**src/rtl/vga_display_driver.sv**
```systemverilog
// VGA raster generator and output stage: counts pixels/lines, derives sync/blank,
// delays timing to match the object-mux latency and registers the DAC pins.
module vga_display_driver #(
    parameter int H_VISIBLE   = 640,
    parameter int H_FRONT     = 16,
    parameter int H_SYNC      = 96,
    parameter int H_BACK      = 48,
    parameter int V_VISIBLE   = 480,
    parameter int V_FRONT     = 10,
    parameter int V_SYNC      = 2,
    parameter int V_BACK      = 33,
    parameter int SYNC_ACTIVE = 0,
    parameter int MUX_LATENCY = 1
) (
    input  logic        clk,
    input  logic        reset,
    input  logic [7:0]  redIn,
    input  logic [7:0]  greenIn,
    input  logic [7:0]  blueIn,
    output logic [10:0] pixelX,
    output logic [10:0] pixelY,
    output logic        visible,
    output logic        startOfFrame,
    output logic [7:0]  VGA_R,
    output logic [7:0]  VGA_G,
    output logic [7:0]  VGA_B,
    output logic        VGA_HS,
    output logic        VGA_VS,
    output logic        VGA_BLANK_N
);

    localparam int H_TOTAL = H_VISIBLE + H_FRONT + H_SYNC + H_BACK;
    localparam int V_TOTAL = V_VISIBLE + V_FRONT + V_SYNC + V_BACK;

    localparam logic [10:0] H_MAX    = 11'(H_TOTAL - 1);
    localparam logic [10:0] V_MAX    = 11'(V_TOTAL - 1);
    localparam logic [10:0] H_VIS    = 11'(H_VISIBLE);
    localparam logic [10:0] V_VIS    = 11'(V_VISIBLE);
    localparam logic [10:0] HS_START = 11'(H_VISIBLE + H_FRONT);
    localparam logic [10:0] HS_END   = 11'(H_VISIBLE + H_FRONT + H_SYNC);
    localparam logic [10:0] VS_START = 11'(V_VISIBLE + V_FRONT);
    localparam logic [10:0] VS_END   = 11'(V_VISIBLE + V_FRONT + V_SYNC);

    localparam logic SYNC_ON  = (SYNC_ACTIVE != 0);
    localparam logic SYNC_OFF = ~SYNC_ON;

    // Timing word layout: {hs, vs, blank}; IDLE is what a flushed pipeline emits.
    localparam logic [2:0] TIM_IDLE = {SYNC_OFF, SYNC_OFF, 1'b1};

    function automatic logic [7:0] gate_colour(input logic [7:0] c, input logic blank);
        return blank ? 8'h00 : c;
    endfunction

    logic [10:0] h_p0, v_p0;
    logic [10:0] h_next, v_next;
    logic        visible_p0, sof_p0;

    always_comb begin
        h_next = h_p0 + 11'd1;
        v_next = v_p0;
        if (h_p0 == H_MAX) begin
            h_next = 11'd0;
            v_next = (v_p0 == V_MAX) ? 11'd0 : v_p0 + 11'd1;
        end
    end

    // ---- stage p0: raster counters and the flags describing them
    always_ff @(posedge clk) begin
        if (reset) begin
            h_p0       <= 11'd0;
            v_p0       <= 11'd0;
            visible_p0 <= 1'b1;
            // Primed so the first cycle out of reset, already at (0,0), reports frame start.
            sof_p0     <= 1'b1;
        end else begin
            h_p0       <= h_next;
            v_p0       <= v_next;
            visible_p0 <= (h_next < H_VIS) && (v_next < V_VIS);
            sof_p0     <= (h_next == 11'd0) && (v_next == 11'd0);
        end
    end

    assign pixelX       = h_p0;
    assign pixelY       = v_p0;
    assign visible      = visible_p0;
    assign startOfFrame = sof_p0 & ~reset;

    logic       hs_raw, vs_raw, blank_raw;
    logic [2:0] tim_raw, tim_dly;

    assign hs_raw    = (h_p0 >= HS_START && h_p0 < HS_END) ? SYNC_ON : SYNC_OFF;
    assign vs_raw    = (v_p0 >= VS_START && v_p0 < VS_END) ? SYNC_ON : SYNC_OFF;
    assign blank_raw = ~visible_p0;
    assign tim_raw   = {hs_raw, vs_raw, blank_raw};

    // ---- stage p1: timing delay line matching the object-mux latency
    generate
        if (MUX_LATENCY == 0) begin : g_no_delay
            assign tim_dly = tim_raw;
        end else begin : g_delay
            logic [2:0] dly_p1 [MUX_LATENCY];

            always_ff @(posedge clk) begin
                if (reset) begin
                    for (int i = 0; i < MUX_LATENCY; i++) dly_p1[i] <= TIM_IDLE;
                end else begin
                    dly_p1[0] <= tim_raw;
                    for (int i = 1; i < MUX_LATENCY; i++) dly_p1[i] <= dly_p1[i-1];
                end
            end

            assign tim_dly = dly_p1[MUX_LATENCY-1];
        end
    endgenerate

    // ---- stage p2: output register, colour and timing leave aligned
    logic [7:0] r_p2, g_p2, b_p2;
    logic       hs_p2, vs_p2, blank_n_p2;

    always_ff @(posedge clk) begin
        if (reset) begin
            r_p2       <= 8'h00;
            g_p2       <= 8'h00;
            b_p2       <= 8'h00;
            hs_p2      <= SYNC_OFF;
            vs_p2      <= SYNC_OFF;
            blank_n_p2 <= 1'b0;
        end else begin
            r_p2       <= gate_colour(redIn,   tim_dly[0]);
            g_p2       <= gate_colour(greenIn, tim_dly[0]);
            b_p2       <= gate_colour(blueIn,  tim_dly[0]);
            hs_p2      <= tim_dly[2];
            vs_p2      <= tim_dly[1];
            blank_n_p2 <= ~tim_dly[0];
        end
    end

    assign VGA_R       = r_p2;
    assign VGA_G       = g_p2;
    assign VGA_B       = b_p2;
    assign VGA_HS      = hs_p2;
    assign VGA_VS      = vs_p2;
    assign VGA_BLANK_N = blank_n_p2;

endmodule
```
**config.mk**
```make
export PLATFORM = sky130hd
export DESIGN_NAME = vga_display_driver
export DESIGN_NICKNAME = d
export VERILOG_FILES = /design/src/rtl/vga_display_driver.sv
export SDC_FILE = /design/constraint.sdc
export NUM_CORES = 1
export LEC_CHECK = 0
export BUFFER_PORTS_ARGS = -buffer_cell sky130_fd_sc_hd__buf_2
export CORE_AREA = 10 10 82 84
export DETAILED_ROUTE_END_ITERATION = 10
export DIE_AREA = 0 0 92 94
export GPL_ROUTABILITY_DRIVEN = 0
export PLACE_DENSITY = 0.78
export RECOVER_POWER = 25
export SETUP_SLACK_MARGIN = 0.4
export SLEW_MARGIN = 20
export SYNTH_ARGS = -nofsm -noshare
export SYNTH_HDL_FRONTEND = slang
export SYNTH_SLANG_ARGS = --single-unit
```
**constraint.sdc**
```tcl
create_clock -name clk -period 3.1 [get_ports clk]
set_input_delay 0 -clock clk [delete_from_list [all_inputs] [get_ports clk]]
set_output_delay 0 -clock clk [all_outputs]
set_load 0.01 [all_outputs]
```
==> flow_summary.json, run 1 <==
{
  "overflow": 0,
  "synth_edf_count": 0,
  "dieArea_um2": 8650,
  "numCtsBuffers": 5,
  "synth.net_count": 290,
  "clk_latency_ps": 320,
  "drc_errors": 0,
  "end_kind": "flip-flop",
  "vdd_ir_drop_max_mv": 0.196,
  "initialDrtViolationCount": 118,
  "area_growth_pct": 31.2,
  "routedWlPerCell_um": 15.7,
  "drive_above_1_share_pct": 26.1,
  "grt_use_total_pct": 14.8,
  "setup_violations": 0,
  "antenna_found_initial": 0,
  "cp.arrival_ps": 2850,
  "slew_violations": 0,
  "yosysWarnings": 0,
  "worst_r2r_path_depth": 6,
  "grt_pass1_wl_um": 10500,
  "synth_area_leaders": "dfxtp_1, and2_1, xnor2_1, nor2_1, ha_1",
  "syn_inst": 259,
  "synth_top_area_share_pct": 44.8,
  "initial_utilization_pct": 47.5,
  "final_common_cell": "buf_2",
  "rsz0062_at_grt": "true",
  "skew_ps": 13.7,
  "cts_tree": "built",
  "cp_slowest_cell": "or4b_4",
  "cp_num_cells": 6,
  "nFillCells": 441,
  "ff2ff_setup_slack_ps": 480,
  "hold_path_class": "input port to flip-flop",
  "ant_nets": 0,
  "rows": 26,
  "clk_pin_slew_ps": 110,
  "cts_max_path_buffers": 2,
  "firstDrtPassIters": 4,
  "hold_viol": 0,
  "place.detailed.hpwl_um": 4460,
  "cts-root-buf": "clkbuf_8",
  "crit_type": "flip-flop to flip-flop",
  "p_per_area_nw_per_um2": 389,
  "io_pins": 77,
  "drt_wl_total_um": 6700,
  "path_buf_inv": 0,
  "outcome": "completed",
  "yosysTopAreaCell": "dfxtp_1",
  "start_kind": "flip-flop",
  "r2r_start": "pixelX[6]",
  "grt_max_degree": 26,
  "coreArea_um2": 5070,
  "n_antenna_cell": 0,
  "max_slew.worst_pin.slew_ps": 1150,
  "die_w_um": 92,
  "synth_ff_type": "dfxtp_1",
  "fin_nets": 387,
  "final_core_utilization_pct": 62.4,
  "endpoint": "sof_p0",
  "path_delay_family": "simple AND/OR/NAND/NOR gates",
  "post-route-min-period_ps": 2620,
  "synthesis.area_um2": 2410,
  "cts.sinks": 54,
  "synth-seq-cells": 54,
  "h-tree-depth": 2,
  "slowest_delay_ps": 570,
  "io_buffers": 76,
  "most-common-layout-cells": "buf_2, dfxtp_1, and2_1, dlygate4sd3_1, clkbuf_1",
  "drt-vias-per-instance": 5.15,
  "synth_seq_area_share_pct": 44.8,
  "avgSynthCellArea_um2": 9.31,
  "worst-path-max-fanout": 9,
  "num_vias": 2198,
  "timing.rr.end": "sof_p0",
  "synthArstFlopShare_pct": 0,
  "die_h_um": 94,
  "fin_crit_sh_pct": 84.7,
  "finalSetupTns_ps": 0,
  "grt_pass1_vias": 2039,
  "crit_start": "pixelX[6]",
  "cp.required_ps": 3330,
  "cap_viol_max_count": 0,
  "max_freq_mhz": 381,
  "p_leak_nw": 1.31,
  "slew_headroom_pct": 23.0,
  "yosys.cell_types.count": 49,
  "crit_chain": "or4b_4, or4_4, o21ai_2, a221oi_1, or4bb_1, o41ai_2"
}
cells in the mapped netlist (all sizes together), types with 3 or more instances:
cell,n
a21o,3
a21oi,9
a22oi,4
a31oi,4
and2,27
buf,10
clkbuf,9
dfxtp,54
ha,5
inv,8
nand2,13
nand3,10
nand4,8
nor2,20
nor2b,3
nor3,12
nor4,5
nor4b,3
o21ai,8
xnor2,13
xor2,5
registers in the layout (all words and copies together), names as in the netlist:
register	flops
VGA_B	8
VGA_BLANK_N	1
VGA_G	8
VGA_HS	1
VGA_R	8
VGA_VS	1
g_delay.dly_p1	3
pixelX	11
pixelY	11
sof_p0	1
visible	1
per-layer routing:
layer,vias up,share of wire (%),track usage [%]
met1,993,43,17.3
met5,-,0,0
met3,13,7.9,4.96
met2,98,47,24.1
met4,0,2.1,6.56
li1,1094,-,-
stage by stage:
step	area [um^2]	hold WS [ps]	instances	total power, mW	setup WS (ps)
after detailed placement	2800	202	391	0.806	378
after global placement	2800	199	391	0.804	414
after floorplan	2410	122	259	0.769	467
after global routing	3160	420	427	1.28	352
after CTS	3140	111	423	1.24	419
final	3160	388	427	1.23	475
kinds of logic after synthesis:
logic type	share of synthesized area [%]
AOI/OAI and AO/OA	10.7
and+or+nand+nor	29.0
DFF	44.8
xor gates and xnor gates	6.54
adders and majority gates	2.59
buffers and inverters	6.28
how the worst min path moves through the flow:
stage	slack, ps	startpoint	end	cells past startpoint
after floorplan	120	blueIn[0]	VGA_B[0]	1
after global routing	420	visible	g_delay.dly_p1[0][0]	1
final	390	reset	pixelX[6]	2
after CTS	110	reset	pixelX[2]	2
after detailed placement	200	greenIn[4]	VGA_G[4]	2
after global placement	200	blueIn[0]	VGA_B[0]	2
repair_timing:
item,in CTS,in global routing
pin swaps,1,2
setup buffers,0,4
endpoints found under the setup margin,1,2
hold buffers,24,0
hold endpoints to repair,24,0
gates resized for setup,2,9
cell type report:
class	count	area [um^2]	share of cell area (%)
multi-input cells	178	1200	38.0
flip-flops and latches	54	1090	34.5
repair buffers	109	656	20.7
well taps	70	87.6	2.77
clock buffers	5	68.8	2.17
inverters	8	30.0	0.949
clock inverters	3	28.8	0.909
power by group:
part           internal [mW]  switching (mW)  total (mW)
Clock                  0.168           0.250       0.418
Sequential             0.710         0.00911       0.719
Combinational         0.0504          0.0418      0.0922
Total                  0.928           0.301        1.23
(Power assumes the default switching activity.)
==> run 2, diff against run 1 <==
- clock period: 3.1 -> 2.5 ns (I/O delays scaled with it)
==> run 2 against run 1 <==
Net effect:
- sequential share of layout area decreased by 2.0 points
- combinational power increased by 28%
- core utilization increased by 3.4 points
- highest routed layer unchanged
==> flow_summary.json, run 2 (synthesis results as in run 1) <==
{
  "cts.sinks": 54,
  "io_buffers": 76,
  "min_from": "reset",
  "end_kind": "flip-flop",
  "skew_ps": 7.51,
  "grt_pass1_vias": 2253,
  "p_clk_share_pct": 34.0,
  "fin_crit_sh_pct": 99.9,
  "final_area_um2": 3340,
  "r2r_start": "pixelX[10]",
  "p_leak_nw": 1.42,
  "antenna_found_initial": 0,
  "clk_pin_slew_ps": 100,
  "cp.arrival_ps": 2730,
  "fin_ws_ps": 2.92,
  "place.detailed.hpwl_um": 4810,
  "initialDrtViolationCount": 170,
  "overflow": 0,
  "final_common_cell": "buf_2",
  "dpl_cell_area_um2": 2930,
  "ant_nets": 0,
  "h-tree-depth": 2,
  "die_h_um": 94,
  "grt_use_total_pct": 15.9,
  "num_vias": 2318,
  "max_freq_mhz": 400,
  "pre_cts_ws_ps": 0.641,
  "post-route-min-period_ps": 2500,
  "io_pins": 77,
  "die_w_um": 92,
  "numCtsBuffers": 5,
  "rsz0062_at_grt": "true",
  "slew_violations": 0,
  "rows": 26,
  "nFillCells": 397,
  "max_slew.worst_pin.slew_ps": 1140,
  "cp.required_ps": 2730,
  "grt_max_degree": 26,
  "switchingPower_mw": 0.377,
  "slew_headroom_pct": 23.9,
  "hold_path_class": "input port to flip-flop",
  "start_kind": "flip-flop",
  "cts-root-buf": "clkbuf_8",
  "grt_pass1_wl_um": 11300,
  "p_per_area_nw_per_um2": 460,
  "power.share.switching_pct": 24.6,
  "finalSetupTns_ps": 0,
  "initial_utilization_pct": 47.5,
  "cap_viol_max_count": 0,
  "p_int_mw": 1.16,
  "routedWlPerCell_um": 16.0,
  "drc_errors": 0,
  "drive_above_1_share_pct": 30.7,
  "power_frac_comb_pct": 7.7,
  "n_antenna_cell": 0,
  "most-common-layout-cells": "buf_2, dfxtp_1, and2_1, dlygate4sd3_1, buf_4",
  "hold_viol": 0,
  "cts_max_path_buffers": 2,
  "worst-path-max-fanout": 11,
  "p_seq_share_pct": 58.2,
  "vdd_ir_drop_max_mv": 0.399,
  "clk_latency_ps": 320,
  "firstDrtPassIters": 4,
  "coreArea_um2": 5070,
  "crit_type": "flip-flop to flip-flop",
  "dieArea_um2": 8650,
  "setup_violations": 0,
  "drt_wl_total_um": 7090,
  "drt-vias-per-instance": 5.22,
  "outcome": "completed",
  "cts_tree": "built",
  "fin_nets": 404,
  "crit_start": "pixelX[10]",
  "power.total_mw": 1.53,
  "area_growth_pct": 38.3
}
==> run 2: cell types whose count changed in the layout (fill, tap and decap cells not counted), moves of 2 or more <==
cell     delta
buf_4      +16
a22oi_1     -2
a22oi_2     +2
dfxtp_4     -2
==> run 2: final timing paths <==
kind                          end  slack, ps  cells past startpoint
max                        sof_p0          3                      8
min                     pixelY[4]        380                      2
max reg2reg                sof_p0          3                      8
min reg2reg  g_delay.dly_p1[0][0]        410                      1
==> run 2: per-stage QoR <==
step	utilization, %	cells	hold slack [ps]
4_1_cts	65.2	442	110
2_1_floorplan	-	259	122
3_5_place_dp	57.8	408	202
3_3_place_gp	57.8	408	198
5_1_grt	65.7	444	414
6_report	65.7	444	382
==> run 2: layer usage <==
metal	wire, um	track usage (%)	vias up
li1	-	-	1129
met1	2830	18.6	1094
met2	3670	27.8	88
met3	520	4.40	7
met4	68	4.50	0
met5	0	0	-
==> run 2: critical path: stages, from the launching register on <==
cell	delay, ps
dfxtp_2	330
or4b_4	570
or4_4	450
buf_4	160
buf_8	130
nor4_4	150
nand4_1	140
a21o_1	210
o41ai_2	270
==> run 2: layout make-up <==
class                   instances  area, um^2  share of cell area (%)
clock inverters                 3        28.8                   0.863
clock buffers                   5        68.8                    2.06
well taps                      70        87.6                    2.63
multi-input cells             178        1240                    37.1
inverters                       8        30.0                   0.900
repair buffers                126         798                    23.9
flip-flops and latches         54        1090                    32.6
==> run 2: power by group through the flow <==
stage                     Sequential [mW]  Combinational, mW  Clock [mW]
final                               0.893              0.118       0.522
after global routing                0.896              0.131       0.566
after CTS                           0.892              0.121       0.540
after detailed placement            0.911             0.0911           0
after global placement              0.910             0.0893           0
after floorplan                     0.922             0.0309           0
==> run 2: repair_timing <==
action,4_1_cts,5_1_grt
endpoints found under the hold margin,24,0
setup endpoints to repair,6,8
buffers inserted,2,2
resized for setup,7,11
pin swaps,11,7
hold buffers,24,0
